## src/rtl/fnd_scan_ctrl_if.sv

```systemverilog
// Bus between a value producer and the four-digit FND scan controller.
// The producer side owns the scan tick, value/update request and decimal points.
interface fnd_scan_ctrl_if #(
  parameter int VALUE_W = 14
);
  logic               tick_in;
  logic [VALUE_W-1:0] value;
  logic               update;
  logic [3:0]         dp_mask;
  logic               busy;
  logic [7:0]         seg;
  logic [3:0]         an;

  modport master (output tick_in, value, update, dp_mask, input busy, seg, an);
  modport slave  (input tick_in, value, update, dp_mask, output busy, seg, an);
endinterface

```

## src/rtl/fnd_scan_ctrl.sv

```systemverilog
// Four-digit seven-segment scan controller: tick edge detect, sequential
// double-dabble binary-to-BCD conversion, multiplexed active-low outputs.
module fnd_scan_ctrl #(
  parameter int VALUE_W  = 14,
  parameter bit BLANK_LZ = 1'b1
) (
  input  logic           clk,
  input  logic           reset,
  fnd_scan_ctrl_if.slave bus
);

  typedef enum logic [1:0] {
    IDLE  = 2'd0,
    SHIFT = 2'd1,
    DONE  = 2'd2
  } state_t;

  localparam logic [VALUE_W-1:0] MAX_VAL = VALUE_W'(32'd9999);
  localparam logic [4:0]         LAST_CNT = 5'(VALUE_W - 1);

  state_t             state_r, state_next_s;
  logic               load_s, shift_s, commit_s, busy_next_s;
  logic [VALUE_W-1:0] v_r, sat_s;
  logic [15:0]        bcd_r, adj_s, disp_r;
  logic [4:0]         cnt_r;
  logic               tick_d_r, scan_en_s;
  logic [1:0]         idx_r, idx_next_s;
  logic [3:0]         nib_s, blank_s;
  logic [7:0]         seg_next_s;

  // Active-low gfedcba pattern for one BCD digit; non-decimal codes are dark.
  function automatic logic [6:0] seg7(input logic [3:0] d);
    case (d)
      4'd0:    seg7 = 7'b1000000;
      4'd1:    seg7 = 7'b1111001;
      4'd2:    seg7 = 7'b0100100;
      4'd3:    seg7 = 7'b0110000;
      4'd4:    seg7 = 7'b0011001;
      4'd5:    seg7 = 7'b0010010;
      4'd6:    seg7 = 7'b0000010;
      4'd7:    seg7 = 7'b1111000;
      4'd8:    seg7 = 7'b0000000;
      4'd9:    seg7 = 7'b0010000;
      default: seg7 = 7'b1111111;
    endcase
  endfunction

  // Conversion state register.
  always_ff @(posedge clk) begin
    if (!reset) state_r <= IDLE;
    else        state_r <= state_next_s;
  end

  // Conversion next-state and control strobes.
  always_comb begin
    state_next_s = state_r;
    load_s       = 1'b0;
    shift_s      = 1'b0;
    commit_s     = 1'b0;
    case (state_r)
      IDLE: begin
        if (bus.update) begin
          state_next_s = SHIFT;
          load_s       = 1'b1;
        end else begin
          state_next_s = IDLE;
        end
      end
      SHIFT: begin
        shift_s = 1'b1;
        if (cnt_r == LAST_CNT) state_next_s = DONE;
        else                   state_next_s = SHIFT;
      end
      DONE: begin
        commit_s     = 1'b1;
        state_next_s = IDLE;
      end
      default: state_next_s = IDLE;
    endcase
    if (load_s)        busy_next_s = 1'b1;
    else if (commit_s) busy_next_s = 1'b0;
    else               busy_next_s = bus.busy;
  end

  // Saturated input and add-3 correction applied before each shift.
  always_comb begin
    if (bus.value > MAX_VAL) sat_s = MAX_VAL;
    else                     sat_s = bus.value;
    adj_s = bcd_r;
    for (int k = 0; k < 4; k++) begin
      if (bcd_r[4*k +: 4] >= 4'd5) adj_s[4*k +: 4] = bcd_r[4*k +: 4] + 4'd3;
      else                         adj_s[4*k +: 4] = bcd_r[4*k +: 4];
    end
  end

  // Conversion datapath and display register; a reset discards partial work.
  always_ff @(posedge clk) begin
    if (!reset) begin
      v_r      <= '0;
      bcd_r    <= 16'd0;
      cnt_r    <= 5'd0;
      disp_r   <= 16'd0;
      bus.busy <= 1'b0;
    end else begin
      bus.busy <= busy_next_s;
      if (load_s) begin
        v_r   <= sat_s;
        bcd_r <= 16'd0;
        cnt_r <= 5'd0;
      end else if (shift_s) begin
        bcd_r <= {adj_s[14:0], v_r[VALUE_W-1]};
        v_r   <= {v_r[VALUE_W-2:0], 1'b0};
        cnt_r <= cnt_r + 5'd1;
      end
      if (commit_s) disp_r <= bcd_r;
    end
  end

  // Digit selection, leading-zero blanking and segment word for the next index.
  always_comb begin
    scan_en_s  = bus.tick_in & ~tick_d_r;
    idx_next_s = idx_r + 2'd1;
    case (idx_next_s)
      2'd0:    nib_s = disp_r[3:0];
      2'd1:    nib_s = disp_r[7:4];
      2'd2:    nib_s = disp_r[11:8];
      2'd3:    nib_s = disp_r[15:12];
      default: nib_s = disp_r[3:0];
    endcase
    blank_s[0] = 1'b0;
    blank_s[1] = BLANK_LZ && (disp_r[15:4] == 12'd0);
    blank_s[2] = BLANK_LZ && (disp_r[15:8] == 8'd0);
    blank_s[3] = BLANK_LZ && (disp_r[15:12] == 4'd0);
    if (blank_s[idx_next_s]) seg_next_s = {~bus.dp_mask[idx_next_s], 7'b1111111};
    else                     seg_next_s = {~bus.dp_mask[idx_next_s], seg7(nib_s)};
  end

  // Scan index and registered anode/segment outputs, advanced once per tick edge.
  always_ff @(posedge clk) begin
    if (!reset) begin
      tick_d_r <= 1'b0;
      idx_r    <= 2'd0;
      bus.an   <= 4'b1111;
      bus.seg  <= 8'hFF;
    end else begin
      tick_d_r <= bus.tick_in;
      if (scan_en_s) begin
        idx_r   <= idx_next_s;
        bus.an  <= ~(4'b0001 << idx_next_s);
        bus.seg <= seg_next_s;
      end
    end
  end

endmodule

```

## src/flat_wrapper.sv

```systemverilog
// flat-port wrapper written by rule: the top's interface ports become plain ports
module fnd_scan_ctrl_flat 
#(
  parameter int VALUE_W  = 14,
  parameter bit BLANK_LZ = 1'b1
)
  (clk, reset, bus_tick_in, bus_value, bus_update, bus_dp_mask, bus_busy, bus_seg, bus_an);
  fnd_scan_ctrl_if #(.VALUE_W(VALUE_W)) bus_i ();
  input  logic clk;
  input  logic reset;
  input wire logic [$bits(bus_i.tick_in)-1:0] bus_tick_in;
  input wire logic [$bits(bus_i.value)-1:0] bus_value;
  input wire logic [$bits(bus_i.update)-1:0] bus_update;
  input wire logic [$bits(bus_i.dp_mask)-1:0] bus_dp_mask;
  output wire logic [$bits(bus_i.busy)-1:0] bus_busy;
  output wire logic [$bits(bus_i.seg)-1:0] bus_seg;
  output wire logic [$bits(bus_i.an)-1:0] bus_an;
  assign bus_i.tick_in = bus_tick_in;
  assign bus_i.value = bus_value;
  assign bus_i.update = bus_update;
  assign bus_i.dp_mask = bus_dp_mask;
  assign bus_busy = bus_i.busy;
  assign bus_seg = bus_i.seg;
  assign bus_an = bus_i.an;
  fnd_scan_ctrl #(.VALUE_W(VALUE_W), .BLANK_LZ(BLANK_LZ)) u_core (.clk(clk), .reset(reset), .bus(bus_i));
endmodule
```

## config.mk

```make
export PLATFORM = sky130hd
export DESIGN_NAME = fnd_scan_ctrl_flat
export DESIGN_NICKNAME = d
export VERILOG_FILES = /design/src/rtl/fnd_scan_ctrl_if.sv /design/src/rtl/fnd_scan_ctrl.sv /design/src/flat_wrapper.sv
export SDC_FILE = /design/constraint.sdc
export NUM_CORES = 1
export LEC_CHECK = 0
export ABC_AREA = 1
export BUFFER_PORTS_ARGS = -buffer_cell sky130_fd_sc_hd__buf_2
export CORE_UTILIZATION = 59
export DETAILED_ROUTE_END_ITERATION = 16
export MAX_ROUTING_LAYER = met4
export PLACE_DENSITY = 0.89
export RECOVER_POWER = 100
export SLEW_MARGIN = 5
export SYNTH_ARGS = -nofsm -noshare
export SYNTH_HDL_FRONTEND = slang
export SYNTH_SLANG_ARGS = --single-unit
```

## constraint.sdc

```tcl
create_clock -name clk -period 2.7 [get_ports clk]
set_input_delay 0.405 -clock clk [delete_from_list [all_inputs] [get_ports clk]]
set_output_delay 0.405 -clock clk [all_outputs]
set_load 0.02 [all_outputs]
```

==> metrics.cfg <==
[status]
status=complete, no violations

[clocking]
cts_hold_buffers=0
insertion_delay_ps=350
htreeDepth=3
clk_pin_slew_ps=70
clock_sinks=69
max-clock-path-buffers=2
cts_buffers=9
cts_tree=built
cts-resized-gates=0
cts-root-buf=clkbuf_8
postCtsSetupBuffers=0

[timing]
setup_viol=0
hold_viol_final=0
post-route-min-period_ps=2410
worst_pin_slew_ps=1330
clock_skew_ps=7.69
relSlewSlack_pct=11.6
max_freq_mhz=414
whs_ps=249
slew_violations=0
finalCritPeriodShare_pct=89.4
rsz0062_at_grt=no
tns_ps=0

[logic_synthesis]
yosysSeqAreaShare_pct=39.0
synthTopCellsByArea=dfxtp_1 (39%), nand2_1 (10%), a21oi_1 (6.6%)
netlist_instances=477
synth.top_cell.area_share_pct=39.0
ys.warnings.count=0
syn_nets=517
syn_area_um2=3540
ys_seq_elements=69
ys_types=34
avgSynthCellArea_um2=7.43
yosysTopAreaCell=dfxtp_1

[finish]
diodes=0
final_net_count=549
final_cell_mix=nand2_1 (99), dfxtp_1 (69), a21oi_1 (57)
utilization_pct=68.1
final_common_cell=nand2_1
drive_gt1_share_pct=10.7
syn_to_final_growth_pct=8.40

[route]
vias_per_cell=5.50
route.top_layer_used=met4
met1Wirelength_mm=3.49
avgRoutedWirePerCell_um=12.8
vias=3218
drcViolationCount=0
drt_iter0_markers=180
met2WireLength_mm=3.43
drt-total-wl_mm=7.49
dr.pass1.iters=4
ant_nets=0
dr_wl_met3_um=398

[setup_path]
crit_type=flip-flop to flip-flop
reg2regPathDepth=8
critPathArrivalTime_ps=2650
cp_max_fo=29
timing.rr.start=u_core.state_r[0]$_SDFF_PN0_
end_kind=flip-flop
cp-start-kind=flip-flop
critPathRequiredTime_ps=2930
regToRegEndpoint=u_core.v_r[1]$_SDFFE_PN0P_
r2r_slack_ps=290

[floorplanning]
dieArea_um2=6320
row_count=27
core_um2=5640
die-width_um=79.5
die_h_um=79.5
ios=35
initial_core_util_pct=62.8

[worst_hold_path]
hold_start=bus_tick_in
hold_path.class=input pin to flip-flop
holdPathStages=3
holdPathEnd=u_core.tick_d_r$_SDFF_PN0_

[pwr]
p_per_area_nw_per_um2=582
p_leak_uw=0.00181
ir_drop_uv=456

[place]
post-dp-hpwl_mm=5.10
io_buffers=34
gp_congestion=0.915

[global_routing]
track_usage_pct=26.8
grt_overflow=0
antenna_found_initial=0
grt_pass1_vias=2960
grt_pass1_wl_mm=12.9
grt_max_degree=36

[run]
maxCapViolations=0

[through the flow]
stage          total power (uW)  std cells  setup WS [ps]  instance area [um^2]
3_5_place_dp               1410        570            560                  3720
5_1_grt                    2340        585            120                  3840
2_1_floorplan              1340        477            826                  3540
4_1_cts                    2250        585            488                  3920
6_report                   2240        585            286                  3840
3_3_place_gp               1400        570            724                  3720
[worst max-delay path by stage]
| stage | start | endpoint |
|---|---|---|
| global placement | u_core.idx_r[0]$_SDFFE_PN0P_ | u_core.bus.seg[3]$_SDFFE_PN1P_ |
| detailed placement | u_core.idx_r[0]$_SDFFE_PN0P_ | u_core.bus.seg[6]$_SDFFE_PN1P_ |
| CTS | u_core.idx_r[0]$_SDFFE_PN0P_ | u_core.bus.seg[3]$_SDFFE_PN1P_ |
| finish | u_core.state_r[0]$_SDFF_PN0_ | u_core.v_r[1]$_SDFFE_PN0P_ |
| floorplan | u_core.idx_r[0]$_SDFFE_PN0P_ | u_core.bus.seg[3]$_SDFFE_PN1P_ |
| global route | u_core.state_r[0]$_SDFF_PN0_ | u_core.v_r[10]$_SDFFE_PN0P_ |
[registers in the layout (all words and copies together), names as in the netlist]
signal and flops:
u_core.v_r 14, u_core.cnt_r 5, u_core.idx_r 2, u_core.bcd_r 16, u_core.disp_r 16, u_core.bus.busy 1, u_core.bus.seg 8, u_core.tick_d_r 1
u_core.state_r 2, u_core.bus.an 4
[Yosys cell counts]
master,number
inv_4,2
o21ai_0,46
or2_4,1
nand2_1,98
inv_2,6
or2_2,1
o31ai_1,2
buf_2,7
a21oi_2,13
ha_1,18
nor3_1,3
xor2_1,7
dfxtp_1,69
nor2_1,37
o21ai_4,1
nand2_2,1
nand3_1,32
nor2_2,4
inv_1,49
a211oi_1,1
xnor2_1,2
o21bai_2,1
a21oi_1,47
a211oi_2,1
o21bai_1,1
o211ai_1,2
clkbuf_1,5
nand3_4,1
and2_1,1
buf_6,5
o21ai_1,6
o221ai_1,4
a21o_1,1
nor2_8,2
[kinds of logic (layout without fill, tap and decap cells)]
kind of cell,Yosys count,in the layout,share of synthesized area [%]
AND/OR/NAND/NOR,181,181,22.4
AO/OA/AOI/OAI,126,126,20.8
buffers and inverters,74,110,9.29
flip-flops,69,69,39.0
adder cells (fa/ha/maj),18,18,6.36
XOR/XNOR,9,9,2.22
[report_power, final]
| group | internal [uW] | switching (uW) |
|---|---|---|
| clock | 468 | 383 |
| combinational | 95.7 | 193 |
| sequential | 1070 | 30.2 |
[per-layer routing]
metal / GRT usage [%] / up-vias
li1: - / 1628
met1: 32.5 / 1464
met2: 42.4 / 101
met3: 5.71 / 25
met4: 12.4 / 0
met5: - / -
[critical path, cell delays in order (launching register included)]
cell,delay (ps)
dfxtp_1,360
inv_1,220
nor2_8,100
inv_1,640
nand2_1,490
inv_2,240
a21oi_1,90
o31ai_1,70
a21oi_1,70
[final cells by class]
type | count | area [um^2]
fill | 475 | 1800
clock buffer | 11 | 151
timing repair buffer | 38 | 175
clock inverter | 4 | 47.5
multi-input combinational | 334 | 1780
tap | 72 | 90.1
sequential | 69 | 1380
inverter | 57 | 218
Note: power is estimated with default switching activity, not from simulation.
